**config.mk**
```make
export PLATFORM = sky130hd
export DESIGN_NAME = hazard_scoreboard
export DESIGN_NICKNAME = d
export VERILOG_FILES = /design/src/rtl/hazard_scoreboard.sv
export SDC_FILE = /design/constraint.sdc
export NUM_CORES = 1
export LEC_CHECK = 0
export CAP_MARGIN = 20
export CELL_PAD_IN_SITES_DETAIL_PLACEMENT = 2
export CELL_PAD_IN_SITES_GLOBAL_PLACEMENT = 2
export CORE_UTILIZATION = 28
export DETAILED_ROUTE_END_ITERATION = 12
export HOLD_SLACK_MARGIN = 0.05
export PLACE_DENSITY = 0.81
export RECOVER_POWER = 50
export SYNTH_ARGS = -nofsm -noshare
export SYNTH_HDL_FRONTEND = slang
export SYNTH_SLANG_ARGS = --single-unit
```
**constraint.sdc**
```tcl
create_clock -name clk -period 2.7 [get_ports clk]
set_input_delay 0.27 -clock clk [delete_from_list [all_inputs] [get_ports clk]]
set_output_delay 0.27 -clock clk [all_outputs]
set_load 0.05 [all_outputs]
```
**src/rtl/hazard_scoreboard.sv**
```systemverilog
// In-flight destination tracker: raises load-use stalls and selects forwarding sources for ID operands.
// Build option: define HAZARD_FWD_EN to enable forwarding; without it any in-flight producer stalls decode.
module hazard_scoreboard #(
    parameter int  NREG     = 32,
    parameter int  DEPTH    = 2,
    parameter int  LD_STAGE = 1,
    localparam int RIDX     = $clog2(NREG),
    localparam int SIDX     = (DEPTH > 1) ? $clog2(DEPTH) : 1
) (
    input  logic            clk,
    input  logic            rst_n,
    input  logic            id_valid,
    input  logic [RIDX-1:0] id_rs,
    input  logic [RIDX-1:0] id_rt,
    input  logic            id_rs_used,
    input  logic            id_rt_used,
    input  logic            id_wreg,
    input  logic            id_m2reg,
    input  logic [RIDX-1:0] id_dest,
    input  logic            flush,
    output logic            stall,
    output logic            fwd_a_hit,
    output logic            fwd_b_hit,
    output logic [SIDX-1:0] fwd_a_stage,
    output logic [SIDX-1:0] fwd_b_stage,
    output logic            fwd_a_mem,
    output logic            fwd_b_mem,
    output logic [15:0]     stall_cnt
);

    logic [DEPTH-1:0] valid_reg, valid_next;
    logic [DEPTH-1:0] wreg_reg, wreg_next;
    logic [DEPTH-1:0] m2reg_reg, m2reg_next;
    logic [RIDX-1:0]  dest_reg  [DEPTH];
    logic [RIDX-1:0]  dest_next [DEPTH];
    logic [15:0]      stall_cnt_reg;

    logic             stall_int;
    logic             issue;
    logic [RIDX-1:0]  src_idx  [2];
    logic             src_used [2];
    logic [DEPTH-1:0] match    [2];
    logic             hazard   [2];

    assign src_idx[0]  = id_rs;
    assign src_idx[1]  = id_rt;
    assign src_used[0] = id_rs_used;
    assign src_used[1] = id_rt_used;

    assign issue = id_valid & ~stall_int & ~flush;

    genvar gi, gj;
    generate
        for (gi = 0; gi < DEPTH; gi++) begin : g_stage
            if (gi == 0) begin : g_head
                assign valid_next[gi] = issue;
                assign wreg_next[gi]  = id_wreg;
                assign m2reg_next[gi] = id_m2reg;
                assign dest_next[gi]  = id_dest;
            end else begin : g_tail
                assign valid_next[gi] = valid_reg[gi-1];
                assign wreg_next[gi]  = wreg_reg[gi-1];
                assign m2reg_next[gi] = m2reg_reg[gi-1];
                assign dest_next[gi]  = dest_reg[gi-1];
            end

            // Register 0 is hard-wired, so a producer targeting it never counts.
            logic live;
            assign live = valid_reg[gi] & wreg_reg[gi] & (dest_reg[gi] != '0);

            for (gj = 0; gj < 2; gj++) begin : g_src
                assign match[gj][gi] = live & src_used[gj] & (dest_reg[gi] == src_idx[gj]);
            end
        end
    endgenerate

    // Only the valid bits need reset; payload is ignored while its valid bit is low.
    always_ff @(posedge clk or negedge rst_n) begin
        if (!rst_n) begin
            valid_reg <= '0;
        end else begin
            valid_reg <= valid_next;
        end
    end

    always_ff @(posedge clk) begin
        wreg_reg  <= wreg_next;
        m2reg_reg <= m2reg_next;
        dest_reg  <= dest_next;
    end

`ifdef HAZARD_FWD_EN
    logic            hit       [2];
    logic [SIDX-1:0] hit_stage [2];
    logic            hit_mem   [2];
    logic            fwd_ok    [2];

    // Scan oldest to youngest so the lowest matching stage is the one that sticks.
    always_comb begin
        for (int s = 0; s < 2; s++) begin
            hit[s]       = 1'b0;
            hit_stage[s] = '0;
            hit_mem[s]   = 1'b0;
            hazard[s]    = 1'b0;
            for (int k = DEPTH - 1; k >= 0; k--) begin
                if (match[s][k]) begin
                    hit[s]       = 1'b1;
                    hit_stage[s] = SIDX'(k);
                    hit_mem[s]   = m2reg_reg[k];
                    hazard[s]    = m2reg_reg[k] && (k < LD_STAGE);
                end
            end
        end
    end

    assign fwd_ok[0] = hit[0] & ~hazard[0] & ~stall_int;
    assign fwd_ok[1] = hit[1] & ~hazard[1] & ~stall_int;

    assign fwd_a_hit   = fwd_ok[0];
    assign fwd_a_stage = fwd_ok[0] ? hit_stage[0] : '0;
    assign fwd_a_mem   = fwd_ok[0] & hit_mem[0];
    assign fwd_b_hit   = fwd_ok[1];
    assign fwd_b_stage = fwd_ok[1] ? hit_stage[1] : '0;
    assign fwd_b_mem   = fwd_ok[1] & hit_mem[1];
`else
    // Without forwarding, any in-flight producer of a source must drain first.
    always_comb begin
        for (int s = 0; s < 2; s++) begin
            hazard[s] = |match[s];
        end
    end

    logic unused_fwd;
    assign unused_fwd = ^m2reg_reg;

    assign fwd_a_hit   = 1'b0;
    assign fwd_a_stage = '0;
    assign fwd_a_mem   = 1'b0;
    assign fwd_b_hit   = 1'b0;
    assign fwd_b_stage = '0;
    assign fwd_b_mem   = 1'b0;
`endif

    assign stall_int = rst_n & id_valid & ~flush & (hazard[0] | hazard[1]);
    assign stall     = stall_int;

    always_ff @(posedge clk or negedge rst_n) begin
        if (!rst_n) begin
            stall_cnt_reg <= '0;
        end else if (stall_int && (stall_cnt_reg != 16'hFFFF)) begin
            stall_cnt_reg <= stall_cnt_reg + 16'd1;
        end
    end

    assign stall_cnt = stall_cnt_reg;

endmodule

```
=== Word level (Yosys, flattened, before mapping) ===
Cells that the tools add are included.

* Flip-flop bits (word level): 30
* Latch bits: 0
* Bits in writable memories: 0
* Memory bits (read-only): 0
* Input port bits: 23
* Word-level logic and storage cells: 36
* Memories kept: 0

* Add/sub/neg operators: 1
* Multiply operators: 0
* Div/mod/pow operators: 0
* $lt $le $gt $ge: 0
* Eq/ne operators: 5
* Shift operators: 0
* Multiplexer cells: 0
* Bitwise gates (word level): 20
* Reductions and logical operators: 5

{| class="wikitable"
|+ Operator list
! cell !! number
|-
| $eq A5 B5 Y1 || 4
|-
| $and A1 B1 Y1 || 17
|-
| $add A16 B1 Y16 const B || 1
|-
| $ne A16 B16 Y1 const B || 1
|-
| $reduce_bool A5 Y1 || 2
|-
| $reduce_or A2 Y1 || 2
|-
| $not A1 Y1 || 2
|-
| $logic_and A1 B1 Y1 || 1
|-
| $or A1 B1 Y1 || 1
|}

=== Longest topological paths before layout ===
Gate-level depths: netlist of the first run.

* Depth after elaboration: 10
* Gate-level depth with buffers: 8

=== Worst setup path after synthesis of the first run ===
No wires, ideal clock.

* Path type: register to register
* Start point: reg stall_cnt_reg[0], in the netlist stall_cnt[0]
* End point: reg stall_cnt_reg[1], in the netlist stall_cnt[1]
* Library setup time: 0.128 ns
* Arrival: 2.215 ns
* Setup slack: 0.357 ns
* Stages on the path, launching flop included: 8
* Buffers on the path: 1
* Cell sequence: dfrtp_1 > ha_1 > nand2_1 > nor4_4 > nand2_1 > a32oi_2 > buf_6 > mux2_1

* Cells in the longest elaborated chain, start to end: 2
* Elaborated cells on any way between the ends: 3
* Those cells by class: add/sub (1); eq/ne (1); reduce/logical (1)

{| class="wikitable"
|+ RTL lines
! element !! line !! RTL
|-
| start: declaration || 36 || <nowiki>logic [15:0] stall_cnt_reg;</nowiki>
|-
| start signal: assignment || 151 || <nowiki>stall_cnt_reg <= stall_cnt_reg + 16'd1;</nowiki>
|-
| branches (longest 2 deep; another with $add A16 B1 Y16) || -- ||
|}

Parallel ways; which one is timed is not known.
A chain may end at the register's enable or synchronous reset.

=== Final worst setup path of the first run ===
Ends and elaborated chain as after synthesis.

==> results of run 1 <==
per-layer routing:
layer | routed length, µm | GRT usage [%]
met1 | 1749 | 21.32
met2 | 1993 | 28.91
met3 | 131 | 4.115
met4 | 68 | 5.769
met5 | 0 | 0
synth_stat cells:
| cell | count |
|---|---|
| sky130_fd_sc_hd__o22ai_1 | 2 |
| sky130_fd_sc_hd__buf_6 | 1 |
| sky130_fd_sc_hd__dfrtp_1 | 18 |
| sky130_fd_sc_hd__nand3_2 | 1 |
| sky130_fd_sc_hd__nor2_1 | 12 |
| sky130_fd_sc_hd__a211oi_1 | 2 |
| sky130_fd_sc_hd__a21boi_1 | 1 |
| sky130_fd_sc_hd__mux2i_1 | 1 |
| sky130_fd_sc_hd__a32oi_2 | 1 |
| sky130_fd_sc_hd__nand2_1 | 11 |
| sky130_fd_sc_hd__and2_1 | 1 |
| sky130_fd_sc_hd__xnor2_1 | 24 |
| sky130_fd_sc_hd__inv_1 | 2 |
| sky130_fd_sc_hd__nand3_1 | 5 |
| sky130_fd_sc_hd__conb_1 | 1 |
| sky130_fd_sc_hd__dfxtp_1 | 12 |
| sky130_fd_sc_hd__xor2_1 | 10 |
| sky130_fd_sc_hd__mux2_1 | 1 |
| sky130_fd_sc_hd__nor3_2 | 1 |
| sky130_fd_sc_hd__buf_4 | 6 |
| sky130_fd_sc_hd__nor4_1 | 1 |
| sky130_fd_sc_hd__nand3b_1 | 1 |
| sky130_fd_sc_hd__nor3b_1 | 2 |
| sky130_fd_sc_hd__nand2b_1 | 3 |
| sky130_fd_sc_hd__nor4_4 | 1 |
| sky130_fd_sc_hd__ha_1 | 1 |
| sky130_fd_sc_hd__nor3_1 | 3 |
| sky130_fd_sc_hd__and3_1 | 2 |
| sky130_fd_sc_hd__a22oi_1 | 1 |
| sky130_fd_sc_hd__nand4_1 | 6 |
| sky130_fd_sc_hd__nand4b_1 | 1 |
worst min-delay path by stage:
stage,startpoint,endpoint,cells after the start
after floorplan,rst_n,stall_cnt[0]$_DFFE_PN0P_,0
after global placement,wreg_reg[0]$_DFF_P_,wreg_reg[1]$_DFF_P_,0
after detailed placement,wreg_reg[0]$_DFF_P_,wreg_reg[1]$_DFF_P_,0
after CTS,wreg_reg[0]$_DFF_P_,wreg_reg[1]$_DFF_P_,0
after global routing,wreg_reg[0]$_DFF_P_,wreg_reg[1]$_DFF_P_,0
final,wreg_reg[0]$_DFF_P_,wreg_reg[1]$_DFF_P_,0
logic make-up (layout without fill, tap and decap cells):
kind of cell | count (synthesis) | count (layout) | synth area share, %
DFF | 30 | 30 | 48.34
AOI/OAI and AO/OA | 7 | 7 | 4.116
and+or+nand+nor | 51 | 51 | 19.61
adders and majority gates | 1 | 1 | 0.8755
buffers and inverters | 9 | 49 | 4.466
xor gates and xnor gates | 34 | 34 | 20.84
other | 1 | 6 | 0.2624
muxes | 2 | 2 | 1.489
area by class of cell:
| cell class | instances | area (µm²) |
|---|---|---|
| well taps | 67 | 83.83 |
| multi-input cells | 101 | 693.2 |
| clock inverters | 2 | 15.01 |
| flip-flops and latches | 30 | 690.7 |
| fillers | 539 | 2839 |
| repair buffers | 39 | 394.1 |
| inverters | 2 | 7.507 |
| clock buffers | 6 | 93.84 |
power groups by stage:
stage | clock network (mW) | registers (mW) | logic, mW
2_1_floorplan | 0 | 0.486 | 0.0606
3_5_place_dp | 0 | 0.484 | 0.114
3_3_place_gp | 0 | 0.482 | 0.110
6_report | 0.424 | 0.474 | 0.111
4_1_cts | 0.437 | 0.475 | 0.116
5_1_grt | 0.460 | 0.477 | 0.120
metrics by stage:
stage | setup slack (ns) | util (%) | area, µm² | total power, mW | instances
after floorplan | 0.3573 | - | 1448 | 0.5461 | 140
after global placement | 0.3884 | 38.88 | 1873 | 0.5920 | 239
after detailed placement | 0.2494 | 38.88 | 1873 | 0.5980 | 239
after CTS | 0.2701 | 41.14 | 1982 | 1.027 | 247
after global routing | 0.1523 | 41.06 | 1978 | 1.057 | 247
final | 0.3132 | 41.06 | 1978 | 1.010 | 247
critical path: cells and delay by family (launching register included):
| family | cells | cell delay, ns |
|---|---|---|
| DFF | 1 | 0.40 |
| and+or+nand+nor | 3 | 0.59 |
| muxes | 1 | 0.38 |
| AOI/OAI and AO/OA | 1 | 0.68 |
| adders and majority gates | 1 | 0.20 |
==> impl_summary.log, run 1 <==
[metrics] number of global-route vias before repair: 1274
[metrics] switching pwr: 0.2612 mW
[metrics] number of hold-repair buffers added at the cts stage: 0
[metrics] tightest hold margin: 0.3769 ns
[metrics] max-capacitance violation count: 0
[metrics] Worst Path Max Fanout: 15
[metrics] TritonCTS clock tree: built
[metrics] status: finished, final reports clean
[metrics] period utilisation layout: 88.40%
[metrics] cell row count: 25
[metrics] final layout net count: 203
[metrics] global-route wire length before repair: 6.713 mm
[metrics] Setup-failing EPs final: 0
[metrics] share of synthesized area occupied by flip-flops and latches: 48.34%
[metrics] part of the power in combinational logic: 11.0%
[metrics] input/output buffers: 38
[metrics] switching part of the total: 25.85%
[metrics] leading cell type in the layout, fill and taps excluded: sky130_fd_sc_hd__clkdlybuf4s50_1
[metrics] Initial Utilization: 29.66%
[metrics] CP startpoint: stall_cnt[0]$_DFFE_PN0P_
[metrics] post-DR vias/cell: 4.547
[metrics] clock-pin transition on the worst setup and hold timing paths: 0.07 ns
[metrics] mean area per synthesized cell: 10.58 µm²
[metrics] worst setup path endpoint: stall_cnt[1]$_DFFE_PN0P_
[metrics] antenna fix cells: 0
[metrics] Antenna Violating Nets Remaining: 0
[metrics] Worst EP arrival: 2.55 ns
[metrics] proportion of power drawn by flip-flops and latches: 47.0%
[metrics] reg-to-reg critical path endpoint: stall_cnt[1]$_DFFE_PN0P_
[metrics] slowest library cell on the worst path: sky130_fd_sc_hd__a32oi_2
[metrics] cell count after synthesis: 135
[metrics] DRC violations left: 0
[metrics] crit-path cells: ha_1 > nand2_1 > nor4_4 > nand2_1 > a32oi_2 > mux2_1
[metrics] number of hold violations in the final report: 0
[metrics] slowest cell delay on critical path: 0.68 ns
[metrics] pin count of the biggest net entering global routing: 19
[metrics] setup TNS: 0 ns
[metrics] Worst Clk Skew: 0.01117 ns
[metrics] worst supply voltage drop on vdd: 342.2 µV
[metrics] core area: 4817 µm²
[metrics] half-perimeter wire length of the detailed placement result: 3.011 mm
[metrics] average wire per cell in the routed design: 15.96 µm
[metrics] ranking of synthesized cells by area: sky130_fd_sc_hd__dfrtp_1, sky130_fd_sc_hd__dfxtp_1, sky130_fd_sc_hd__xnor2_1
[metrics] 1st-iter DRT viols: 35
[metrics] leakage: 0.8270 nW
[metrics] Skew-Pair Late Insertion Delay: 0.29 ns
[metrics] class of the most critical hold timing path: reg -> reg
[metrics] CTS H-tree depth: 2
[metrics] Overflow after GRT: 0
[metrics] initial antenna violation count: 0
[metrics] pin slew with the least headroom to its limit: 1.020 ns
[metrics] number of flip-flops in the largest register: 16
[metrics] clock share of power: 42.0%
[metrics] Die Y: 73.44 µm
[metrics] buffers inserted by post-CTS timing repair: 0
[metrics] cell taking the most area after synthesis: sky130_fd_sc_hd__dfrtp_1
[metrics] Achievable Freq: 419.0 MHz
[metrics] total global-route track usage: 17.08%
[metrics] Warnings, synthesis: 0
[metrics] portion of synthesized cell area occupied by the leading cell type: 31.52%
[metrics] CTS sink count: 30
[metrics] Detailed Route WL: 3.942 mm
[metrics] shortest clock period the worst path allows after layout: 2.387 ns
[metrics] number of storage elements in the synthesis netlist: 30
[metrics] final weighted congestion of routability-driven global placement: 0.7869
[metrics] Internal Pwr Total: 0.7491 mW
[metrics] Reg2Reg Depth: 6
[metrics] most prevalent standard cell on the critical path: sky130_fd_sc_hd__nand2_1
[metrics] I/O pin total: 46
[metrics] Crit Reg-Reg Startpoint: stall_cnt[0]$_DFFE_PN0P_
[metrics] sort of element at the end of the critical path: flip-flop
[metrics] internal reg-to-reg setup slack: 0.31 ns
[metrics] critical path launch point type: flip-flop
[metrics] unrepaired setup endpoints after global routing: no
[metrics] root buffer selected by CTS: sky130_fd_sc_hd__clkbuf_8
[metrics] Area Growth Syn to Fin: 38.44%
[metrics] clock buffers created by TritonCTS: 5
[metrics] commonest cells after routing, fill and taps aside: sky130_fd_sc_hd__clkdlybuf4s50_1, sky130_fd_sc_hd__xnor2_1, sky130_fd_sc_hd__dfrtp_1
[metrics] Slew headroom: 32.01%
[metrics] final-report max-slew violation count: 0
[metrics] Unique masters post-synth: 31
[metrics] number of search-and-repair iterations in the first detailed-routing pass: 4
[metrics] post-cts gate resize count: 0
[metrics] Chip Width: 73.44 µm
[metrics] summed instance area of the synthesized netlist: 1429 µm²
[metrics] critical setup path kind: reg -> reg
[metrics] required time at the endpoint of the critical path: 2.86 ns
[metrics] share of layout cells above drive strength 1: 7.222%
[metrics] power density normalized to cell area: 510.7 nW/µm²
[metrics] die footprint: 5393 µm²
[metrics] Via Count: 1123
[metrics] maximum clock path buffer count: 2
(Power assumes the default switching activity.)
==> inputs of run 2 (changes only) <==
- ABC_AREA: unset -> 1
- CORE_UTILIZATION: 28 -> 26
- CTS_CLUSTER_SIZE: unset -> 12
==> run 2 against run 1 <==
Combinational power up 16%. Total power up 4.3%. Sequential power about the same.
==> impl_summary.log, run 2 <==
[metrics] Detailed Route WL: 5.675 mm (was 3.942 mm)
[metrics] pin slew with the least headroom to its limit: 1.099 ns (was 1.020 ns)
[metrics] Slew headroom: 26.74% (was 32.01%)
[metrics] clock share of power: 42.8% (was 42.0%)
[metrics] worst supply voltage drop on vdd: 283.2 µV (was 342.2 µV)
[metrics] number of global-route vias before repair: 1945 (was 1274)
[metrics] Die Y: 85.97 µm (was 73.44 µm)
[metrics] Setup-failing EPs final: 0 (unchanged)
[metrics] critical setup path kind: in -> out (was reg -> reg)
[metrics] core area: 6794 µm² (was 4817 µm²)
[metrics] Post-Place Cell Area: 2307 µm² (was 1873 µm²)
[metrics] most prevalent standard cell on the critical path: sky130_fd_sc_hd__nand2_1 (unchanged)
[metrics] share of synthesized area occupied by flip-flops and latches: 37.68% (was 48.34%)
[metrics] Unique masters post-synth: 26 (was 31)
[metrics] portion of synthesized cell area occupied by the leading cell type: 24.57% (was 31.52%)
[metrics] maximum clock path buffer count: 2 (unchanged)
[metrics] number of storage elements in the synthesis netlist: 30 (unchanged)
[metrics] Antenna Violating Nets Remaining: 0 (unchanged)
[metrics] slowest library cell on the worst path: sky130_fd_sc_hd__clkdlybuf4s50_1 (was sky130_fd_sc_hd__a32oi_2)
[metrics] root buffer selected by CTS: sky130_fd_sc_hd__clkbuf_8 (unchanged)
[metrics] clock-pin transition on the worst setup and hold timing paths: 0.07 ns (about the same)
[metrics] unrepaired setup endpoints after global routing: no (unchanged)
[metrics] Initial Utilization: 26.98% (was 29.66%)
[metrics] Chip Width: 85.97 µm (was 73.44 µm)
[metrics] leakage: 1.194 nW (was 0.8270 nW)
[metrics] number of flip-flops in the largest register: 16 (unchanged)
[metrics] share of layout cells above drive strength 1: 7.571% (was 7.222%)
[metrics] ranking of synthesized cells by area: sky130_fd_sc_hd__dfrtp_1, sky130_fd_sc_hd__nand2_1, sky130_fd_sc_hd__dfxtp_1 (was sky130_fd_sc_hd__dfrtp_1, sky130_fd_sc_hd__dfxtp_1, sky130_fd_sc_hd__xnor2_1)
[metrics] Via Count: 1823 (was 1123)
[metrics] Warnings, synthesis: 0 (unchanged)
[metrics] antenna fix cells: 0 (unchanged)
[metrics] critical path launch point type: input pin (was flip-flop)
[metrics] post-cts gate resize count: 0 (unchanged)
[metrics] final weighted congestion of routability-driven global placement: 0.8147 (was 0.7869)
[metrics] setup TNS: 0 ns (unchanged)
[metrics] most frequent cell after synthesis: sky130_fd_sc_hd__nand2_1 (was sky130_fd_sc_hd__xnor2_1)
[metrics] Primary FF master, synth: sky130_fd_sc_hd__dfrtp_1 (unchanged)
[metrics] crit-path cells: clkdlybuf4s50_1 > inv_1 > nand2_1 > o21ai_0 > nor2_1 > nand3_1 > nand2_1 > nand2_1 > a21boi_0 > buf_12 (was ha_1 > nand2_1 > nor4_4 > nand2_1 > a32oi_2 > mux2_1)
[metrics] slowest cell delay on critical path: 0.52 ns (was 0.68 ns)
[metrics] number of hold-repair buffers added at the cts stage: 0 (unchanged)
[metrics] share of the core filled with cells in the final layout: 35.51% (was 41.06%)
[metrics] shortest clock period the worst path allows after layout: 2.288 ns (was 2.387 ns)
[metrics] proportion of power drawn by flip-flops and latches: 45.0% (was 47.0%)
[metrics] post-DR vias/cell: 4.414 (was 4.547)
[metrics] input/output buffers: 38 (unchanged)
[metrics] initial antenna violation count: 0 (unchanged)
[metrics] final layout net count: 340 (was 203)
[metrics] period utilisation layout: 84.72% (was 88.40%)
[metrics] Worst Path Max Fanout: 3 (was 15)
[metrics] power density normalized to cell area: 436.7 nW/µm² (was 510.7 nW/µm²)
[metrics] number of hold violations in the final report: 0 (unchanged)
[metrics] total global-route track usage: 16.40% (was 17.08%)
[metrics] commonest cells after routing, fill and taps aside: sky130_fd_sc_hd__nand2_1, sky130_fd_sc_hd__clkdlybuf4s50_1, sky130_fd_sc_hd__inv_1, sky130_fd_sc_hd__nor2_1, sky130_fd_sc_hd__nand4_1 (was sky130_fd_sc_hd__clkdlybuf4s50_1, sky130_fd_sc_hd__xnor2_1, sky130_fd_sc_hd__dfrtp_1)
[metrics] I/O pin total: 46 (unchanged)
[metrics] clock buffers created by TritonCTS: 5 (unchanged)
[metrics] number of filler cells placed in the layout: 823 (was 539)
[metrics] FFs w/ async S/R, synth: 60.00% (unchanged)
[metrics] die footprint: 7390 µm² (was 5393 µm²)
[metrics] Overflow after GRT: 0 (unchanged)
[metrics] cell row count: 30 (was 25)
[metrics] class of the most critical hold timing path: reg -> reg (unchanged)
[metrics] switching pwr: 0.2741 mW (was 0.2612 mW)
[metrics] Design Area, Final: 2412 µm² (was 1978 µm²)
[metrics] half-perimeter wire length of the detailed placement result: 4.389 mm (was 3.011 mm)
[metrics] global-route wire length before repair: 9.335 mm (was 6.713 mm)
[metrics] sequential cell area in the final layout: 690.7 µm² (unchanged)
[metrics] CTS sink count: 30 (unchanged)
[metrics] leading cell type in the layout, fill and taps excluded: sky130_fd_sc_hd__nand2_1 (was sky130_fd_sc_hd__clkdlybuf4s50_1)
[metrics] Area Growth Syn to Fin: 31.60% (was 38.44%)
[metrics] overall power consumption: 1.054 mW (was 1.010 mW)
[metrics] 1st-iter DRT viols: 40 (was 35)
[metrics] part of the power in combinational logic: 12.3% (was 11.0%)
[metrics] buffers inserted by post-CTS timing repair: 0 (unchanged)
[metrics] cell taking the most area after synthesis: sky130_fd_sc_hd__dfrtp_1 (unchanged)
[metrics] max-capacitance violation count: 0 (unchanged)
[metrics] final-report max-slew violation count: 0 (unchanged)
[metrics] most frequent cells after synthesis: sky130_fd_sc_hd__nand2_1, sky130_fd_sc_hd__inv_1, sky130_fd_sc_hd__nor2_1 (was sky130_fd_sc_hd__xnor2_1, sky130_fd_sc_hd__dfrtp_1, sky130_fd_sc_hd__dfxtp_1, sky130_fd_sc_hd__nor2_1, sky130_fd_sc_hd__nand2_1)
[metrics] combined area of the multi-input logic cells: 967.2 µm² (was 693.2 µm²)
[metrics] status: finished, final reports clean (unchanged)
[metrics] Worst EP arrival: 2.02 ns (was 2.55 ns)
[metrics] cell count after synthesis: 274 (was 135)
[metrics] pin count of the biggest net entering global routing: 19 (unchanged)
[metrics] Internal Pwr Total: 0.7795 mW (was 0.7491 mW)
[metrics] number of enable flip-flop cells after synthesis: 0 (unchanged)
[metrics] switching part of the total: 26.01% (was 25.85%)
[metrics] number of search-and-repair iterations in the first detailed-routing pass: 4 (unchanged)
[metrics] CTS H-tree depth: 2 (unchanged)
[metrics] summed instance area of the synthesized netlist: 1833 µm² (was 1429 µm²)
[metrics] Skew-Pair Late Insertion Delay: 0.28 ns (was 0.29 ns)
[metrics] sort of element at the end of the critical path: output pin (was flip-flop)
[metrics] Worst Clk Skew: 0.002219 ns (was 0.01117 ns)
[metrics] DRC violations left: 0 (unchanged)
[metrics] mean area per synthesized cell: 6.690 µm² (was 10.58 µm²)
[metrics] average wire per cell in the routed design: 13.74 µm (was 15.96 µm)
[metrics] TritonCTS clock tree: built (unchanged)
[metrics] required time at the endpoint of the critical path: 2.43 ns (was 2.86 ns)
[metrics] Achievable Freq: 437.1 MHz (was 419.0 MHz)
==> run 2: changes by cell type in the layout (fill, tap and decap cells not counted), moves of 3 or more <==
cell and delta:
sky130_fd_sc_hd__nand2_1 +102, sky130_fd_sc_hd__inv_1 +26, sky130_fd_sc_hd__xnor2_1 -20, sky130_fd_sc_hd__nor2_1 +16, sky130_fd_sc_hd__nand4_1 +14, sky130_fd_sc_hd__nand3_1 +7
sky130_fd_sc_hd__inv_2 +5, sky130_fd_sc_hd__nand2b_1 -3, sky130_fd_sc_hd__xor2_1 -3
==> run 2: worst max-delay path: cells and delay by family <==
kind                   cells  cell delay [ns]
AND/OR/NAND/NOR            5             0.46
AO/OA/AOI/OAI              2             0.51
buffers and inverters      3             0.79
==> run 2: metrics by stage <==
| step | cells | setup WS [ns] | hold WS, ns |
|---|---|---|---|
| 2_1_floorplan | 279 | 0.6951 | -0.02559 |
| 3_3_place_gp | 405 | 0.5680 | 0.3503 |
| 3_5_place_dp | 405 | 0.4992 | 0.3531 |
| 4_1_cts | 413 | 0.5019 | 0.3631 |
| 5_1_grt | 413 | 0.2131 | 0.3718 |
| 6_report | 413 | 0.4124 | 0.3618 |
==> run 2: final timing paths <==
kind | to | cells after the start | slack [ns] | startpoint
worst max-delay path | stall | 10 | 0.41 | id_rt[1]
worst min-delay path | wreg_reg[1]$_DFF_P_ | 0 | 0.36 | wreg_reg[0]$_DFF_P_
worst max register to register | stall_cnt[1]$_DFFE_PN0P_ | 9 | 0.57 | stall_cnt[0]$_DFFE_PN0P_
worst min register to register | wreg_reg[1]$_DFF_P_ | 0 | 0.36 | wreg_reg[0]$_DFF_P_
max in group asynchronous | stall_cnt[6]$_DFFE_PN0P_ | 2 | 1.24 | rst_n
min in group asynchronous | stall_cnt[1]$_DFFE_PN0P_ | 2 | 0.80 | rst_n
==> run 2: cell type report <==
cell class	count	area share [%]
Clock buffer	5	2.853
Timing Repair Buffer	40	16.65
Inverter	33	5.135
Sequential cell	30	28.63
Clock inverter	3	1.660
Tap cell	96	4.979
Multi-Input combinational cell	206	40.09
==> run 2: power by group through the flow <==
stage	combinational [mW]	clock, mW	sequential (mW)
6_report	0.129	0.450	0.474
5_1_grt	0.144	0.488	0.476
4_1_cts	0.135	0.467	0.474
3_5_place_dp	0.134	0	0.483
3_3_place_gp	0.130	0	0.482
2_1_floorplan	0.0722	0	0.484
==> run 2: logic make-up (layout without fill, tap and decap cells) <==
| family | Yosys count | after routing | share of synthesized area, % |
|---|---|---|---|
| and+or+nand+nor | 186 | 186 | 44.92 |
| buffers and inverters | 43 | 81 | 10.58 |
| DFF | 30 | 30 | 37.68 |
| xor gates and xnor gates | 11 | 11 | 5.256 |
| AOI/OAI and AO/OA | 2 | 2 | 0.6825 |
| adders and majority gates | 1 | 1 | 0.6825 |
| other | 1 | 6 | 0.2046 |
==> run 2: per-layer routing <==
metal  track usage, %  part of all wire (%)  wire length [µm]
met2            30.01                    52              2925
met3            2.887                   3.4               194
met4            5.606                   1.6                90
met5                0                     0                 0
met1            19.15                    43              2464
==> inputs of run 3 (changes only) <==
- clock period: 2.7 -> 2.3 ns (I/O delays scaled with it)
==> run 3 against run 2 <==
Global-route usage is 0.43 points higher. Total power is 10% higher. Clock power hardly changed. Cell area is 0.10% lower. Sequential cell count stayed put. Critical path type unchanged. Critical endpoint unchanged.
==> impl_summary.log, run 3 (same netlist as run 2, synthesis figures left out) <==
[metrics] status: finished, final reports clean (unchanged)
[metrics] share of layout cells above drive strength 1: 7.837% (was 7.571%)
[metrics] sequential cell area in the final layout: 690.7 µm² (unchanged)
[metrics] Area Growth Syn to Fin: 31.47% (was 31.60%)
[metrics] number of search-and-repair iterations in the first detailed-routing pass: 4 (unchanged)
[metrics] end point of the most critical hold path: wreg_reg[1]$_DFF_P_ (unchanged)
[metrics] critical setup path kind: in -> out (unchanged)
[metrics] switching part of the total: 27.47% (was 26.01%)
[metrics] Detailed Route WL: 5.771 mm (was 5.675 mm)
[metrics] Antenna Violating Nets Remaining: 0 (unchanged)
[metrics] global-route wire length before repair: 9.597 mm (was 9.335 mm)
[metrics] setup TNS: 0 ns (unchanged)
[metrics] half-perimeter wire length of the detailed placement result: 4.529 mm (was 4.389 mm)
[metrics] number of filler cells placed in the layout: 843 (was 823)
[metrics] antenna fix cells: 0 (unchanged)
[metrics] CTS H-tree depth: 2 (unchanged)
[metrics] part of the power in combinational logic: 13.7% (was 12.3%)
[metrics] number of hold-repair buffers added at the cts stage: 0 (unchanged)
[metrics] root buffer selected by CTS: sky130_fd_sc_hd__clkbuf_8 (unchanged)
[metrics] die footprint: 7390 µm² (unchanged)
[metrics] Top Usage Layer GRT: met2 (unchanged)
[metrics] final layout net count: 342 (was 340)
[metrics] Worst Clk Skew: 0.006305 ns (was 0.002219 ns)
[metrics] core area: 6794 µm² (unchanged)
[metrics] hold wc startpoint: wreg_reg[0]$_DFF_P_ (unchanged)
[metrics] Skew-Pair Late Insertion Delay: 0.28 ns (about the same)
[metrics] Via Count: 1888 (was 1823)
[metrics] Initial Utilization: 26.98% (unchanged)
[metrics] post-DR vias/cell: 4.549 (was 4.414)
[metrics] internal reg-to-reg setup slack: 0.26 ns (was 0.57 ns)
[metrics] 1st-iter DRT viols: 33 (was 40)
[metrics] Crit Reg-Reg Startpoint: stall_cnt[1]$_DFFE_PN0P_ (was stall_cnt[0]$_DFFE_PN0P_)
[metrics] Die Y: 85.97 µm (unchanged)
[metrics] power density normalized to cell area: 480.9 nW/µm² (was 436.7 nW/µm²)
[metrics] met1 routing resource usage after global routing: 18.93% (was 19.15%)
[metrics] input/output buffers: 38 (unchanged)
[metrics] pin count of the biggest net entering global routing: 19 (unchanged)
[metrics] pin slew with the least headroom to its limit: 1.037 ns (was 1.099 ns)
[metrics] DRC violations left: 0 (unchanged)
[metrics] period utilisation layout: 89.99%
[metrics] Internal Pwr Total: 0.8406 mW (was 0.7795 mW)
[metrics] switching pwr: 0.3183 mW (was 0.2741 mW)
[metrics] Worst EP arrival: 1.84 ns (was 2.02 ns)
[metrics] number of flip-flops in the largest register: 16 (unchanged)
[metrics] fraction of met3 tracks used by global routing: 3.369% (was 2.887%)
[metrics] TritonCTS clock tree: built (unchanged)
[metrics] number of cells traversed by the worst hold path: 0 (unchanged)
[metrics] max-capacitance violation count: 0 (unchanged)
[metrics] Slew headroom: 30.85% (was 26.74%)
[metrics] shortest clock period the worst path allows after layout: 2.070 ns
[metrics] clock-pin transition on the worst setup and hold timing paths: 0.06 ns (was 0.07 ns)
[metrics] met2 track demand over resource: 32.11% (was 30.01%)
[metrics] total global-route track usage: 16.84% (was 16.40%)
[metrics] Reg2Reg Depth: 9 (unchanged)
[metrics] class of the most critical hold timing path: reg -> reg (unchanged)
[metrics] leakage: 1.195 nW (was 1.194 nW)
[metrics] proportion of power drawn by flip-flops and latches: 47.7% (was 45.0%)
[metrics] combined area of the multi-input logic cells: 967.2 µm² (unchanged)
[metrics] required time at the endpoint of the critical path: 2.07 ns (was 2.43 ns)
[metrics] Setup-failing EPs final: 0 (unchanged)
[metrics] final-report max-slew violation count: 0 (unchanged)
[metrics] sort of element at the end of the critical path: output pin (unchanged)
[metrics] share of the core filled with cells in the final layout: 35.47% (was 35.51%)
[metrics] post-cts gate resize count: 0 (unchanged)
[metrics] Chip Width: 85.97 µm (unchanged)
[metrics] cell row count: 30 (unchanged)
[metrics] I/O pin total: 46 (unchanged)
[metrics] Overflow after GRT: 0 (unchanged)
[metrics] initial antenna violation count: 0 (unchanged)
[metrics] reg-to-reg critical path endpoint: stall_cnt[1]$_DFFE_PN0P_ (unchanged)
[metrics] clock buffers created by TritonCTS: 5 (unchanged)
[metrics] average wire per cell in the routed design: 13.91 µm (was 13.74 µm)
[metrics] unrepaired setup endpoints after global routing: no (unchanged)
[metrics] Worst Path Max Fanout: 3 (unchanged)
[metrics] CTS sink count: 30 (unchanged)
[metrics] maximum clock path buffer count: 2 (unchanged)
[metrics] buffers inserted by post-CTS timing repair: 0 (unchanged)
[metrics] commonest cells after routing, fill and taps aside: sky130_fd_sc_hd__nand2_1, sky130_fd_sc_hd__clkdlybuf4s50_1, sky130_fd_sc_hd__inv_1, sky130_fd_sc_hd__nor2_1, sky130_fd_sc_hd__nand4_1 (unchanged)
[metrics] number of hold violations in the final report: 0 (unchanged)
[metrics] final weighted congestion of routability-driven global placement: 0.7842 (was 0.8147)
[metrics] Achievable Freq: 483.1 MHz
[metrics] clock share of power: 38.7% (was 42.8%)
[metrics] worst supply voltage drop on vdd: 151.8 µV (was 283.2 µV)
[metrics] number of global-route vias before repair: 2017 (was 1945)
[metrics] critical path launch point type: input pin (unchanged)
[metrics] leading cell type in the layout, fill and taps excluded: sky130_fd_sc_hd__nand2_1 (unchanged)
-- run 3: cell types whose count changed in the layout (fill, tap and decap cells not counted), sizes merged --
| cell | previous run | this run |
|---|---|---|
| clkinv | 2 | 1 |
| bufinv | 1 | 0 |
| buf | 2 | 4 |
| clkbuf | 6 | 8 |
-- run 3: layout make-up --
type	count	share of cell area (%)
clock inverter	1	0.2077
inverter	33	5.140
timing repair buffer	42	17.29
clock buffer	7	3.583
tap	96	4.984
sequential	30	28.66
multi-input combinational	206	40.14
-- run 3: critical path: stages --
cell	delay (ns)
sky130_fd_sc_hd__clkdlybuf4s50_1	0.52
sky130_fd_sc_hd__inv_1	0.07
sky130_fd_sc_hd__nand2_1	0.06
sky130_fd_sc_hd__nand2_1	0.07
sky130_fd_sc_hd__nor2_1	0.11
sky130_fd_sc_hd__nand3_1	0.07
sky130_fd_sc_hd__nand2_1	0.08
sky130_fd_sc_hd__nand2_1	0.11
sky130_fd_sc_hd__a21boi_1	0.33
sky130_fd_sc_hd__buf_12	0.18
-- run 3: how the worst max path moves through the flow --
stage / from / to / slack [ns] / cells past startpoint
6_report: id_rs[4] / stall / 0.23 / 10
5_1_grt: id_rs[4] / stall / 0.04 / 10
4_1_cts: id_rs[4] / stall / 0.18 / 10
3_5_place_dp: id_rs[4] / stall / 0.19 / 10
3_3_place_gp: id_rt[1] / stall / 0.24 / 10
2_1_floorplan: stall_cnt[0]$_DFFE_PN0P_ / stall_cnt[4]$_DFFE_PN0P_ / 0.30 / 9
-- run 3: through the flow --
step	hold WS [ns]	cells	setup WS [ns]	cell area [µm²]	total power, mW
4_1_cts	0.3585	415	0.1751	2414	1.184
3_5_place_dp	0.3476	407	0.1945	2322	0.7281
5_1_grt	0.3723	415	0.04322	2410	1.223
2_1_floorplan	-0.06559	279	0.2951	1852	0.6533
3_3_place_gp	0.3500	407	0.2425	2322	0.7222
6_report	0.3547	415	0.2302	2410	1.159
-- run 3: power groups by stage --
| stage | combinational, mW | clock [mW] | sequential [mW] |
|---|---|---|---|
| floorplan | 0.0848 | 0 | 0.569 |
| global placement | 0.160 | 0 | 0.562 |
| detailed placement | 0.165 | 0 | 0.564 |
| CTS | 0.166 | 0.466 | 0.553 |
| global route | 0.177 | 0.491 | 0.555 |
| finish | 0.158 | 0.448 | 0.552 |
-- run 3: routing by layer --
layer,routed length (µm),part of all wire (%),vias up
li1,-,-,927
met1,2425,42,926
met2,3107,54,30
met3,198,3.4,5
met4,40,0.69,0
met5,0,0,-
